$ cat src/rtl/fetch_unit.sv
// fetch_unit: instruction-fetch stage owning the PC and the IF/ID register.
// Optional halt-on-HALT_INSTR state is built in when FETCH_HALT_EN is defined.
//
// Ports:
//   clk, rst_n     rising-edge clock, synchronous active-low reset
//   pc             registered word address to the instruction memory
//   instruction    combinational memory read data for pc
//   stall          hold pc and IF/ID
//   redirect       load redirect_pc, flush IF/ID to a NOP bubble
//   redirect_pc    redirect target address
//   if_id_instr    captured instruction
//   if_id_pc       address of if_id_instr
//   if_id_pc_next  if_id_pc + 1 (wraps)
//   if_id_valid    IF/ID holds a real instruction
//   halted         fetch is halted (always 0 without FETCH_HALT_EN)
module fetch_unit #(
    parameter int                     PC_WIDTH    = 16,
    parameter int                     INSTR_WIDTH = 32,
    parameter logic [PC_WIDTH-1:0]    RESET_PC    = '0,
    parameter logic [INSTR_WIDTH-1:0] HALT_INSTR  = '1
) (
    input  logic                   clk,
    input  logic                   rst_n,
    output logic [PC_WIDTH-1:0]    pc,
    input  logic [INSTR_WIDTH-1:0] instruction,
    input  logic                   stall,
    input  logic                   redirect,
    input  logic [PC_WIDTH-1:0]    redirect_pc,
    output logic [INSTR_WIDTH-1:0] if_id_instr,
    output logic [PC_WIDTH-1:0]    if_id_pc,
    output logic [PC_WIDTH-1:0]    if_id_pc_next,
    output logic                   if_id_valid,
    output logic                   halted
);

    localparam logic [PC_WIDTH-1:0] PC_ONE = PC_WIDTH'(1);

`ifdef FETCH_HALT_EN
    typedef enum logic {RUN = 1'b0, HALT = 1'b1} state_t;
`else
    typedef enum logic {RUN = 1'b0} state_t;
`endif

    state_t                   state, state_next;
    logic [PC_WIDTH-1:0]      pc_n;
    logic [INSTR_WIDTH-1:0]   instr_n;
    logic [PC_WIDTH-1:0]      ipc_n;
    logic [PC_WIDTH-1:0]      ipcn_n;
    logic                     valid_n;
    logic                     pc_inc_valid;
    logic [PC_WIDTH-1:0]      pc_inc;

    assign pc_inc = pc + PC_ONE;
    assign pc_inc_valid = 1'b1;

    always_ff @(posedge clk) begin
        if (!rst_n) begin
            state         <= RUN;
            pc            <= RESET_PC;
            if_id_instr   <= '0;
            if_id_pc      <= '0;
            if_id_pc_next <= '0;
            if_id_valid   <= 1'b0;
        end else begin
            state         <= state_next;
            pc            <= pc_n;
            if_id_instr   <= instr_n;
            if_id_pc      <= ipc_n;
            if_id_pc_next <= ipcn_n;
            if_id_valid   <= valid_n;
        end
    end

    always_comb begin
        state_next = state;
        pc_n       = pc;
        instr_n    = if_id_instr;
        ipc_n      = if_id_pc;
        ipcn_n     = if_id_pc_next;
        valid_n    = if_id_valid;
        if (redirect) begin
            // Bubble: the fetch at the old pc is discarded; if_id_pc* hold.
            pc_n       = redirect_pc;
            instr_n    = '0;
            valid_n    = 1'b0;
            state_next = RUN;
`ifdef FETCH_HALT_EN
        end else if (state == HALT) begin
            // Halt ignores stall; IF/ID drains to invalid and pc holds.
            valid_n = 1'b0;
`endif
        end else if (stall) begin
            valid_n = if_id_valid;
        end else begin
            pc_n    = pc_inc;
            instr_n = instruction;
            ipc_n   = pc;
            ipcn_n  = pc_inc;
            valid_n = pc_inc_valid;
`ifdef FETCH_HALT_EN
            if (instruction == HALT_INSTR) begin
                state_next = HALT;
            end
`endif
        end
    end

`ifdef FETCH_HALT_EN
    assign halted = (state == HALT);
`else
    assign halted = 1'b0;
`endif

endmodule

$ cat config.mk
export PLATFORM = sky130hd
export DESIGN_NAME = fetch_unit
export DESIGN_NICKNAME = d
export VERILOG_FILES = /design/src/rtl/fetch_unit.sv
export SDC_FILE = /design/constraint.sdc
export NUM_CORES = 1
export LEC_CHECK = 0
export ABC_AREA = 1
export ABC_CLOCK_PERIOD_IN_PS = 4000
export BUFFER_PORTS_ARGS = -buffer_cell sky130_fd_sc_hd__buf_2
export CORE_UTILIZATION = 25
export DETAILED_ROUTE_END_ITERATION = 8
export SLEW_MARGIN = 20
export SYNTH_ARGS = -nofsm -noshare
export SYNTH_HDL_FRONTEND = slang
export SYNTH_SLANG_ARGS = --single-unit
$ cat constraint.sdc
create_clock -name clk -period 4 [get_ports clk]
set_clock_uncertainty 0.15 [all_clocks]
set_input_delay 1 -clock clk [delete_from_list [all_inputs] [get_ports clk]]
set_output_delay 1 -clock clk [all_outputs]
set_load 0.03 [all_outputs]
==> reports/results.ini <==
[floorplan]
coreArea_sq_um = 12600
die_w_um = 116
initial_core_util_pct = 25.7
ios = 134
rows = 41
fp.dieH_um = 116
dieArea_sq_um = 13400

[placed_design]
dp_hpwl_um = 7070
place.gp.congestion = 0.789
portBuffers = 132

[clocking]
cts_setup_buffers = 0
clockBufferDepth = 2
cts_tree = done
cts_sinks = 81
hold_buffers = 0
h-tree-depth = 3
post_cts_resized = 0
clk_latency_ns = 0.34
clk_pin_slew_ns = 0.07
cts-root-buf = clkbuf_16
numCtsBuffers = 9

[power_and_ir_drop]
peakVddDrop_v = 0.000193
fin_total_pwr_mw = 1.97
power_leakage_nw = 2.01
powerDensity_nw_per_um2 = 458

[yosys]
synth_enable_flop_cells = 0
synthAdderAreaFrac_pct = 0.386
synth_ff_type = dfxtp_1
yosysWarnings = 0
synth.area.mux_share_pct = 0
synth.distinct_cells = 27
synth_top_family_by_area = simple AND/OR/NAND/NOR gates
seq_area_frac_synth_pct = 50.0
synth-compound-area-share_pct = 18.1
synth-seq-cells = 81
synth_xor_xnor_area_share_pct = 0.540
synth_area_sq_um = 3240
syn-num-nets = 489
synth-simple-area-share_pct = 22.3
synth_async_sr_flop_share_pct = 0
synth_area_per_cell_sq_um = 7.44
syn_inst = 436

[hold_path]
hp-class = reg -> reg
min_to = if_id_pc_next[11]
whs_path_depth = 2
min_from = if_id_pc_next[11]

[detailed_routing]
vias_per_cell = 4.32
firstDrtPassIters = 4
drc = 0
finalWirelength_um = 9740
vias = 3160
wire_per_inst_um = 13.3
postRouteAntennaNets = 0
first_iter_violations = 100

[timing]
rsz0062_at_grt = false
hold_violations = 0
fmax_mhz = 400
setup-tns-final_ns = 0
finalCriticalPeriod_ns = 2.50
fin_crit_sh_pct = 62.4
worstMarginPinSlew_ns = 0.954
slew_viol_final = 0
max_slew_margin_pct = 36.4
setup_violations = 0

[setup_path]
critPathSlowestCell = nor2_8
cp-start-kind = primary input
cp_cell_sequence = buf_2, nor2_8, inv_2, a21oi_1, o21ai_0, a31oi_1
path_depth = 6
crit_path_end_kind = flop
critical_path_required_ns = 4.12
cp.buffers_inverters = 2
worstSetupPathType = in -> reg
r2r_cells = 8
max_stage_delay_ns = 0.51
r2r_end = pc[10]
arrival_ns = 2.61
worstPathMaxFanout = 42
r2r-start = pc[1]
regToRegSetupSlack_ns = 2.39
path_delay_family = buffers and inverters

[global_routing]
grtUsageTotal_pct = 15.1
grt_max_degree = 43
antenna_found_initial = 1
grt_pass1_wl_um = 15300
grt_pass1_vias = 3074
grt_overflow = 0

[run_status]
status = completed

[cells_and_area]
synthToLayoutAreaGrowth_pct = 33.0
fill_cells = 1387
drive_gt1_share_pct = 29.5
antenna_cells = 0
finalNetCount = 608

[run]
maxCapViolations = 0

==> kinds of logic after synthesis <==
| logic type | count (synthesis) |
|---|---|
| simple gates | 172 |
| compound gates | 115 |
| other cells | 1 |
| buf+inv | 64 |
| fa+ha+maj | 1 |
| flops | 81 |
| xor+xnor | 2 |
==> Yosys cell counts (2+ instances only) <==
library cell  instances  area share [%]
a21oi_1              75              12
a31oi_1               3            0.58
buf_2                11             1.7
buf_4                 2            0.46
buf_6                 2            0.69
clkbuf_1              8            0.93
dfxtp_1              81              50
inv_1                36             4.2
inv_2                 3            0.35
nand2_1             122              14
nand2_2               5            0.96
nand3_1              17             2.6
nand4_1               3            0.58
nor2_1               18             2.1
nor2_2                4            0.77
o21ai_0              31             4.8
o21ai_1               4            0.62
xor2_1                2            0.54
==> cell usage in the layout (no fill, tap or decap) <==
| cell type | synthesis | routed |
|---|---|---|
| buf_4 | 2 | 1 |
| conb_1 | 1 | 1 |
| inv_2 | 3 | 3 |
| o21ai_2 | 1 | 1 |
| nand3_1 | 17 | 17 |
| nand2_2 | 5 | 5 |
| nand4_1 | 3 | 3 |
| clkinv_4 | 0 | 3 |
| nor2_4 | 1 | 1 |
| clkbuf_8 | 0 | 2 |
| nor2_2 | 4 | 4 |
| clkinvlp_4 | 0 | 1 |
| clkbuf_16 | 0 | 9 |
| o21ai_1 | 4 | 4 |
| ha_1 | 1 | 1 |
| nand2_1 | 122 | 122 |
| a31oi_1 | 3 | 3 |
| a21oi_1 | 75 | 75 |
| xor2_1 | 2 | 2 |
| o21ai_0 | 31 | 31 |
| nor2_8 | 1 | 1 |
| dfxtp_1 | 81 | 81 |
| inv_1 | 36 | 36 |
| nor2_1 | 18 | 18 |
| or2_2 | 1 | 1 |
| o211ai_1 | 1 | 1 |
| buf_2 | 11 | 132 |
| bufinv_16 | 0 | 1 |
==> layer usage <==
layer	track usage [%]	share of wire (%)	up-vias	wire [um]
met5	0	0.11	-	11
met4	6.92	1.9	2	183
met3	5.02	7.5	16	728
met2	25.5	46	103	4510
met1	17.3	44	1400	4310
li1	-	-	1639	-
==> registers in the layout, indices dropped and copies added, names as in the netlist <==
signal	flops
if_id_instr	32
if_id_pc	16
if_id_pc_next	16
pc	16
if_id_valid	1
==> through the flow <==
stage | setup slack [ns] | area, sq um | cells | hold WS (ns) | utilization, %
3_5_place_dp | 1.12 | 3990 | 716 | 0.304 | 31.6
4_1_cts | 1.48 | 4310 | 732 | 0.316 | 34.2
3_3_place_gp | 1.20 | 3990 | 716 | 0.300 | 31.6
6_report | 1.50 | 4310 | 732 | 0.312 | 34.2
2_1_floorplan | 2.03 | 3240 | 436 | 0.436 | -
5_1_grt | 1.30 | 4310 | 732 | 0.328 | 34.2
==> area by class of cell <==
type                            instances  area (sq um)  share of cell area, %
Clock buffer                           11           253                   5.86
Inverter                               39           146                   3.40
Multi-Input combinational cell        291          1340                   31.1
Tap cell                              172           215                   4.99
Timing Repair Buffer                  133           668                   15.5
Sequential cell                        81          1620                   37.6
Clock inverter                          5          63.8                   1.48
==> how the worst max path moves through the flow <==
stage,start,to,slack [ns]
4_1_cts,stall,pc[4],1.48
3_3_place_gp,stall,if_id_instr[12],1.20
5_1_grt,stall,pc[3],1.30
3_5_place_dp,stall,if_id_instr[24],1.12
6_report,stall,pc[4],1.50
2_1_floorplan,stall,if_id_pc_next[6],2.03
==> worst reg2reg max path: stages, from the launching register on <==
cell and delay [ns]:
dfxtp_1 0.42, ha_1 0.22, nand3_1 0.14, inv_2 0.14, nand2_2 0.10, nor2_1 0.10, nand2_1 0.05, nand3_1 0.11
a21oi_1 0.07
==> power by group <==
group	switching (mW)	leakage [nW]	internal [mW]
sequential	0.0291	0.662	0.842
combinational	0.166	1.20	0.0714
clock	0.343	0.152	0.521
Note: power is estimated with default switching activity, not from simulation.
